### src/rtl/exe_muldiv_seq.sv
// Iterative RV32M multiply/divide sequencer for the EXE stage.
// Shift-add multiply and restoring divide, one bit per cycle, with a pipeline stall handshake.
module exe_muldiv_seq #(
    parameter int unsigned XLEN  = 32,
    parameter int unsigned CNT_W = 6
) (
    input  logic            clk,
    input  logic            rst,
    input  logic            md_start,
    input  logic [2:0]      md_function_3,
    input  logic [XLEN-1:0] md_rs1,
    input  logic [XLEN-1:0] md_rs2,
    input  logic            flush,
    output logic            md_stall,
    output logic            md_busy,
    output logic            md_result_valid,
    output logic [XLEN-1:0] md_result
);

    localparam int unsigned AW = 2 * XLEN;
    localparam logic [XLEN-1:0] MIN_NEG = {1'b1, {(XLEN-1){1'b0}}};

    typedef enum logic [1:0] {S_IDLE, S_MUL, S_DIV, S_DONE} state_t;

    state_t           state;
    logic [CNT_W-1:0] cnt;
    logic [2:0]       f3;
    logic [XLEN-1:0]  opnd;
    logic [AW-1:0]    acc;
    logic             neg_q;
    logic             neg_r;

    logic             accept;
    logic             s1;
    logic             s2;
    logic [XLEN-1:0]  abs1;
    logic [XLEN-1:0]  abs2;
    logic             div_zero;
    logic             div_ovf;
    logic [XLEN-1:0]  special_res;
    logic [XLEN:0]    mul_sum;
    logic [AW-1:0]    mul_next;
    logic [XLEN:0]    div_shift;
    logic             div_ge;
    logic [AW-1:0]    div_next;
    logic [AW-1:0]    prod_fin;
    logic [XLEN-1:0]  quo;
    logic [XLEN-1:0]  rem;
    logic [XLEN-1:0]  mul_res;
    logic [XLEN-1:0]  div_res;
    logic             last;

    // Operand decode at accept plus one iteration step of the datapath.
    always_comb begin
        accept = (state == S_IDLE) && md_start && !flush;

        // rs1 signed for MULH, MULHSU, DIV, REM; rs2 signed for MULH, DIV, REM
        s1 = md_rs1[XLEN-1] && (md_function_3[2] ? !md_function_3[0]
                                                 : (md_function_3[1:0] == 2'b01 ||
                                                    md_function_3[1:0] == 2'b10));
        s2 = md_rs2[XLEN-1] && (md_function_3[2] ? !md_function_3[0]
                                                 : (md_function_3[1:0] == 2'b01));
        abs1 = s1 ? (XLEN'(0) - md_rs1) : md_rs1;
        abs2 = s2 ? (XLEN'(0) - md_rs2) : md_rs2;

        div_zero = (md_rs2 == '0);
        div_ovf  = !md_function_3[0] && (md_rs1 == MIN_NEG) && (md_rs2 == '1);
        if (div_zero) begin
            special_res = md_function_3[1] ? md_rs1 : '1;
        end else begin
            special_res = md_function_3[1] ? '0 : MIN_NEG;
        end

        // Multiply: acc = {partial product high, remaining multiplier bits}
        mul_sum  = {1'b0, acc[AW-1:XLEN]} + (acc[0] ? {1'b0, opnd} : '0);
        mul_next = {mul_sum, acc[XLEN-1:1]};

        // Restoring divide: acc = {remainder, dividend shifting into quotient}
        div_shift = acc[AW-1:XLEN-1];
        div_ge    = (div_shift >= {1'b0, opnd});
        div_next  = {(div_ge ? XLEN'(div_shift - {1'b0, opnd}) : div_shift[XLEN-1:0]),
                     acc[XLEN-2:0], div_ge};

        prod_fin = neg_q ? (AW'(0) - mul_next) : mul_next;
        mul_res  = (f3[1:0] == 2'b00) ? prod_fin[XLEN-1:0] : prod_fin[AW-1:XLEN];

        quo = div_next[XLEN-1:0];
        rem = div_next[AW-1:XLEN];
        if (f3[1]) begin
            div_res = neg_r ? (XLEN'(0) - rem) : rem;
        end else begin
            div_res = neg_q ? (XLEN'(0) - quo) : quo;
        end

        last = (cnt == CNT_W'(XLEN - 1));
    end

    // Held low in reset so the pipeline never sees a stall from a stale start.
    assign md_stall = rst && (accept || state == S_MUL || state == S_DIV);

    always_ff @(posedge clk or negedge rst) begin
        if (!rst) begin
            state           <= S_IDLE;
            cnt             <= '0;
            f3              <= '0;
            opnd            <= '0;
            acc             <= '0;
            neg_q           <= 1'b0;
            neg_r           <= 1'b0;
            md_busy         <= 1'b0;
            md_result_valid <= 1'b0;
            md_result       <= '0;
        end else if (flush) begin
            state           <= S_IDLE;
            cnt             <= '0;
            md_busy         <= 1'b0;
            md_result_valid <= 1'b0;
        end else begin
            case (state)
                S_IDLE: begin
                    md_result_valid <= 1'b0;
                    if (accept) begin
                        f3    <= md_function_3;
                        cnt   <= '0;
                        neg_q <= s1 ^ s2;
                        neg_r <= s1;
                        if (!md_function_3[2]) begin
                            state   <= S_MUL;
                            opnd    <= abs1;
                            acc     <= {{XLEN{1'b0}}, abs2};
                            md_busy <= 1'b1;
                        end else if (div_zero || div_ovf) begin
                            state           <= S_DONE;
                            md_result       <= special_res;
                            md_result_valid <= 1'b1;
                        end else begin
                            state   <= S_DIV;
                            opnd    <= abs2;
                            acc     <= {{XLEN{1'b0}}, abs1};
                            md_busy <= 1'b1;
                        end
                    end
                end
                S_MUL: begin
                    acc <= mul_next;
                    cnt <= cnt + CNT_W'(1);
                    if (last) begin
                        state           <= S_DONE;
                        md_result       <= mul_res;
                        md_result_valid <= 1'b1;
                        md_busy         <= 1'b0;
                    end
                end
                S_DIV: begin
                    acc <= div_next;
                    cnt <= cnt + CNT_W'(1);
                    if (last) begin
                        state           <= S_DONE;
                        md_result       <= div_res;
                        md_result_valid <= 1'b1;
                        md_busy         <= 1'b0;
                    end
                end
                S_DONE: begin
                    state           <= S_IDLE;
                    md_result_valid <= 1'b0;
                end
                default: begin
                    state           <= S_IDLE;
                    md_busy         <= 1'b0;
                    md_result_valid <= 1'b0;
                end
            endcase
        end
    end

endmodule

### config.mk
export PLATFORM = sky130hd
export DESIGN_NAME = exe_muldiv_seq
export DESIGN_NICKNAME = d
export VERILOG_FILES = /design/src/rtl/exe_muldiv_seq.sv
export SDC_FILE = /design/constraint.sdc
export NUM_CORES = 1
export LEC_CHECK = 0
export ABC_CLOCK_PERIOD_IN_PS = 6400
export CAP_MARGIN = 20
export CELL_PAD_IN_SITES_DETAIL_PLACEMENT = 1
export CELL_PAD_IN_SITES_GLOBAL_PLACEMENT = 2
export CORE_MARGIN = 4
export CORE_UTILIZATION = 35
export DETAILED_ROUTE_END_ITERATION = 16
export GPL_TIMING_DRIVEN = 1
export PLACE_DENSITY = 0.91
export SETUP_SLACK_MARGIN = 0.4
export SYNTH_ARGS = -nofsm -noshare
export SYNTH_HDL_FRONTEND = slang
export SYNTH_SLANG_ARGS = --single-unit
### constraint.sdc
create_clock -name clk -period 6.4 [get_ports clk]
set_input_delay 1.28 -clock clk [delete_from_list [all_inputs] [get_ports clk]]
set_output_delay 1.28 -clock clk [all_outputs]
set_load 0.05 [all_outputs]
Word level (Yosys, flattened, before mapping)
Index checks and enable logic that the tools add are counted.

Flip-flop bits (word level): 142. Output and inout bits: 35. Logic and storage cells: 112. Bits of input ports: 71.

$add $sub $neg: 8. Reductions and logical operators: 26. Mux-type cells: 47. Equal/unequal tests: 18. Bitwise gates (word level): 2. Magnitude comparators: 1.

Operator list (count): 32-bit 2-to-1 mux (18); 64-bit 2-to-1 mux (4); 64-bit one-hot mux with 3 select lines (1); 1-bit by 32-bit subtractor with 32-bit output, first input constant (4); 32-bit one-hot mux with 3 select lines (1); 32-bit equality test, second input constant (2); 1-bit by 64-bit subtractor with 64-bit output, first input constant (1); 32-bit by 32-bit adder with 33-bit output (1); 33-bit by 32-bit greater-or-equal comparator with 1-bit output (1); 32-bit zero test (1); 32-bit subtractor (1); 1-bit 2-to-1 mux (13); 6-bit 2-to-1 mux (2); 6-bit one-hot mux with 2 select lines (1); 4-bit AND reduction (3); 2-bit inequality test, second input constant (5); 2-bit 2-to-1 mux (4); 1-bit logical AND (7); 7-bit AND reduction (1); 6-bit by 1-bit adder with 6-bit output, second input constant (1); 2-bit equality test, second input constant (3); 6-bit by 5-bit equality test with 1-bit output, second input constant (1); 3-bit inequality test, second input constant (2); 2-bit one-hot mux with 3 select lines (1); other kinds (15) (23).

Depth between registers and ports, before layout
Depth in word-level cells: 9. Gate-level depth with buffers: 20. Depth with buffers taken out: 16.

Worst setup path after synthesis
No wires, ideal clock.

Path kind: flip-flop to flip-flop. From: register acc[0]. To: register md_result[31]. Buffers on the path: 3. Library setup time: 129 ps. Slack: 1583 ps. Period minus slack after synthesis: 4817 ps. Cell stages (with the launch flop): 19. Data required time: 6271 ps. Arrival: 4687 ps. Cells stage by stage: dfrtp_1 clkinv_1 clkbuf_1 nor2_1 ha_1 clkbuf_1 a21o_1 a21oi_1 a21oi_1 o21ai_0 or4b_1 a211o_1 or4b_1 or3_1 clkbuf_1 o41ai_2 xor2_1 a21oi_1 o41a_1.

Longest elaborated chain between the ends: 7. Elaborated cells between the ends (all ways): 11. Classes of those cells: add/sub (3); mux (8).

RTL lines: from (decl) (line 29) `logic [AW-1:0] acc;`; from (signal assigned) (line 130) `acc <= {{XLEN{1'b0}}, abs2};`; from (signal assigned) (line 139) `acc <= {{XLEN{1'b0}}, abs1};`; from (signal assigned) (line 145) `acc <= mul_next;`; 32-bit 2-to-1 mux (line 75) `mul_sum = {1'b0, acc[AW-1:XLEN]} + (acc[0] ? {1'b0, opnd} : '0);`; 32-bit by 32-bit adder with 33-bit output (line 75); 1-bit by 64-bit subtractor with 64-bit output (line 84) `prod_fin = neg_q ? (AW'(0) - mul_next) : mul_next;`; 64-bit 2-to-1 mux (line 84); 32-bit 2-to-1 mux (line 85) `mul_res = (f3[1:0] == 2'b00) ? prod_fin[XLEN-1:0] : prod_fin[AW-1:XLEN];`; 32-bit 2-to-1 mux (line 147) `if (last) begin`; 32-bit one-hot mux with 3 select lines (*) (line 119) `case (state)`; to (signal assigned) (line 134) `md_result <= special_res;`; to (signal assigned) (line 149) `md_result <= mul_res;`; to (signal assigned) (line 159) `md_result <= div_res;`; to (decl) (line 17) `output logic [XLEN-1:0] md_result`.

Mark *: on every way between the ends. The rest lies on a longest branch, timed or not. The select of a mux whose other input is x is not followed. A chain may end at the register's enable or synchronous reset.

Final worst setup path
Same ends and word-level chain as after synthesis.

==> flow_summary_export.csv <==
group,metric,value,unit
worst_setup_path,crit_fanout,18,
pwr,power_frac_seq,0.188,
yosys,synth_simple_gate_area_frac,0.236,
worst_setup_path,worstSetupEndpointType,"register",
detailed_routing,drt_iter0_drc,1826,
placed_design,dpl.hpwl,61900,um
clock_network,ctsHtreeMaxLevel,4,
worst_setup_path,reg2regPathDepth,16,
yosys,syn_nets,2595,
worst_setup_path,r2r_end,"md_result[31]",
worst_setup_path,critPathArrivalTime,6000,ps
detailed_routing,dr_wl_met3,5630,um
yosys,synth_top_family_by_area,"compound AO/OA/AOI/OAI gates",
sta,tns,0,ps
global_route,track_usage,0.295,
min_path,hold_path_depth,2,
sta,min_period_over_period,0.882,
yosys,synth_compound_area_frac,0.316,
floorplan,initial_utilization,0.357,
floorplan,fp.dieH,230,um
yosys,synth_top_area_frac,0.207,
detailed_routing,maxUsedRoutingLayer,"met4",
detailed_routing,drcViolationCount,0,
pwr,clockPowerShare,0.118,
yosys,synth.distinct_cells,88,
clock_network,clk_pin_slew,70,ps
worst_setup_path,crit_slowest_cell,"o31ai_1",
worst_setup_path,crit_path_start,"acc[0]",
detailed_routing,vias,19551,
pwr,pwr-share-comb,0.694,
sta,grt_setup_unrepaired,"no",
placed_design,gp_congestion,0.933,
sta,slew-limit-headroom,0.309,
detailed_routing,wl_met2,36200,um
worst_setup_path,required,6750,ps
global_route,grt_pass1_vias,19595,
yosys,ys_seq_area_frac,0.207,
min_path,holdCritPathClass,"register to register",
min_path,min_to,"opnd[26]",
detailed_routing,wl_met1,35200,um
pwr,swShare,0.579,
yosys,synth-xor-area-share,0.112,
floorplan,ios,106,
sta,fmax,177,MHz
sta,finClkSkew,11.4,ps
detailed_routing,wl_per_cell,25.9,um
sta,worst-slew-pin-transition,1030,ps
floorplan,core_area,0.0481,mm^2
clock_network,cts_tree,"yes",
pwr,p_sw,5.26,mW
cells_and_area,drive_above_1_share,0.0469,
clock_network,cts_hold_buffers,0,
yosys,synthTopCellsByArea,"dfrtp_1, o21ai_0, nand2_1",
detailed_routing,firstDrtPassIters,5,
worst_setup_path,path_delay_family,"compound AO/OA/AOI/OAI gates",
yosys,yosysWarnings,0,
global_route,globalRouteOverflowTotal,0,
floorplan,die_area,0.0527,mm^2
yosys,ys.flop_type,"dfrtp_1",
global_route,grt_max_degree,110,
pwr,ir_drop,0.286,mV
yosys,synth_cells,2447,
cells_and_area,finish.instance_area,0.0192,mm^2
clock_network,numClockSinks,142,
detailed_routing,drt_wl_total,80000,um
placed_design,pre_cts_ws,658,ps
yosys,syn_area,0.0172,mm^2
yosys,async_flop_share,1.00,
worst_setup_path,crit_type,"register to register",
worst_setup_path,r2r_setup_slack,750,ps
cells_and_area,nets,2567,
worst_setup_path,cp_slowest_stage_delay,580,ps
clock_network,cts_max_path_buffers,2,
floorplan,dieWidth,230,um
pwr,power,9.08,mW
cells_and_area,antenna_cells,0,
global_route,antenna_found_initial,2,
worst_setup_path,r2r_start,"acc[0]",
pwr,p_leak,7.66,nW
pwr,p_int,3.82,mW
min_path,min-delay-start,"opnd[26]",
worst_setup_path,crit_buf_inv,2,
yosys,synth_top_area_cell,"dfrtp_1",
worst_setup_path,path_cells,"clkinvlp_4, buf_4, nor2_1, ha_1, a21oi_1, nor2_1, or3_1, o31ai_1, xnor2_1, a211o_1, or4b_1, or3_1, o41ai_2, xor2_1, a21oi_1, o41a_1",
cells_and_area,syn2layout_area_growth,11.9,%
clock_network,cts_setup_buffers,0,
sta,finalHoldViolCount,0,
clock_network,cts_root_buffer,"clkbuf_16",
pwr,p_per_area,472,mW/mm^2
cells_and_area,final_util,0.399,
placed_design,portBuffers,105,
sta,finalSetupViolCount,0,
yosys,synth_seq_cells,142,
global_route,grt_pass1_wl,121000,um
clock_network,clock_latency,470,ps
detailed_routing,ant_nets,0,
sta,setup_ws,753,ps
placed_design,dpl_cell_area,0.0186,mm^2
sta,period_needed,5650,ps
job,max-cap-violations,0,
yosys,synth-adder-area-share,0.0569,
worst_setup_path,setup.worst_path.start_class,"register",
clock_network,cts_buffers,17,
floorplan,rows,80,
sta,final_max_slew_viol_count,0,
yosys,syn_avg_cell_area,7.02,um^2
clock_network,ctsResizeCount,0,
detailed_routing,via_per_inst,6.33,
yosys,synth_mux_area_frac,0.0120,
yosys,synth_edf_count,0,
status,status,"finished clean",
[cells in the final DEF (no fill, tap or decap), drive strengths merged, types with 57 or more instances in the layout]
cell type / count
a21oi: 188
xor2: 113
xnor2: 106
inv: 80
nor2: 221
dfrtp: 142
ha: 75
o21ai: 285
o31ai: 57
clkdlybuf4s50: 103
nand2: 350
[worst max-delay path by stage]
| stage | end | slack [ps] | cells after the start |
|---|---|---|---|
| 2_1_floorplan | md_result[31] | 1580 | 18 |
| 3_3_place_gp | md_result[31] | 860 | 16 |
| 3_5_place_dp | md_result[31] | 660 | 16 |
| 4_1_cts | md_result[31] | 630 | 16 |
| 5_1_grt | md_result[28] | 500 | 15 |
| 6_report | md_result[31] | 750 | 16 |
[cell type report]
type                    count  area [um^2]
clock inverters             8          105
fillers                  6014        28900
inverters                  82          312
repair buffers            140         1330
flip-flops and latches    142         3550
multi-input cells        2036        12600
well taps                 656          821
clock buffers              24          492
[synthesized netlist by cell type, types with 16 or more instances]
cell type / instances
or3_1: 34
nor2_1: 221
a211oi_1: 16
nor4_1: 28
ha_1: 75
clkbuf_1: 156
nand3_1: 37
o21ai_0: 285
o41ai_1: 20
a221o_1: 28
buf_1: 16
dfrtp_1: 142
a21o_1: 27
o211ai_1: 39
xnor2_1: 106
a31oi_1: 29
inv_1: 79
nand2_1: 350
or4_1: 16
xor2_1: 113
a22oi_1: 27
o31ai_1: 57
a21oi_1: 188
nand4_1: 26
nor3_1: 49
[power by group through the flow]
stage	Clock, mW	Combinational [mW]	Sequential, mW
after detailed placement	0	6.11	1.70
after global routing	1.11	6.74	1.75
after global placement	0	6.00	1.68
after CTS	1.08	6.16	1.69
final	1.07	6.30	1.71
after floorplan	0	4.08	1.63
[cell families (layout without fill, tap and decap cells)]
| logic type | after synthesis | count (layout) |
|---|---|---|
| simple gates | 867 | 867 |
| flops | 142 | 142 |
| mux | 20 | 20 |
| xor+xnor | 219 | 219 |
| buf+inv | 269 | 254 |
| fa+ha+maj | 77 | 77 |
| compound gates | 853 | 853 |
[sequential cells by signal (all words and copies together) (netlist names)]
| name | flops |
|---|---|
| md_busy | 1 |
| md_result | 32 |
| cnt | 6 |
| state | 2 |
| acc | 64 |
| opnd | 32 |
| neg_r | 1 |
| f3 | 2 |
| neg_q | 1 |
| md_result_valid | 1 |
[worst register-to-register path: stages (launching register included)]
cell and delay, ps:
dfrtp_1 420, clkinvlp_4 370, buf_4 340, nor2_1 130, ha_1 310, a21oi_1 260, nor2_1 70, or3_1 350
o31ai_1 580, xnor2_1 260, a211o_1 310, or4b_1 560, or3_1 460, o41ai_2 410, xor2_1 210, a21oi_1 100
o41a_1 390
[per-stage QoR]
step                      std cells  hold WS, ps
final                          3088          485
after global routing           3088          515
after CTS                      3088          485
after detailed placement       3056          472
after global placement         3056          463
after floorplan                2447          450
[routing by layer]
layer	global-route usage	up-vias
met5	0	-
met4	0.106	0
met3	0.0424	139
met2	0.475	780
met1	0.404	9787
li1	-	8845
Note: power is estimated with default switching activity, not from simulation.
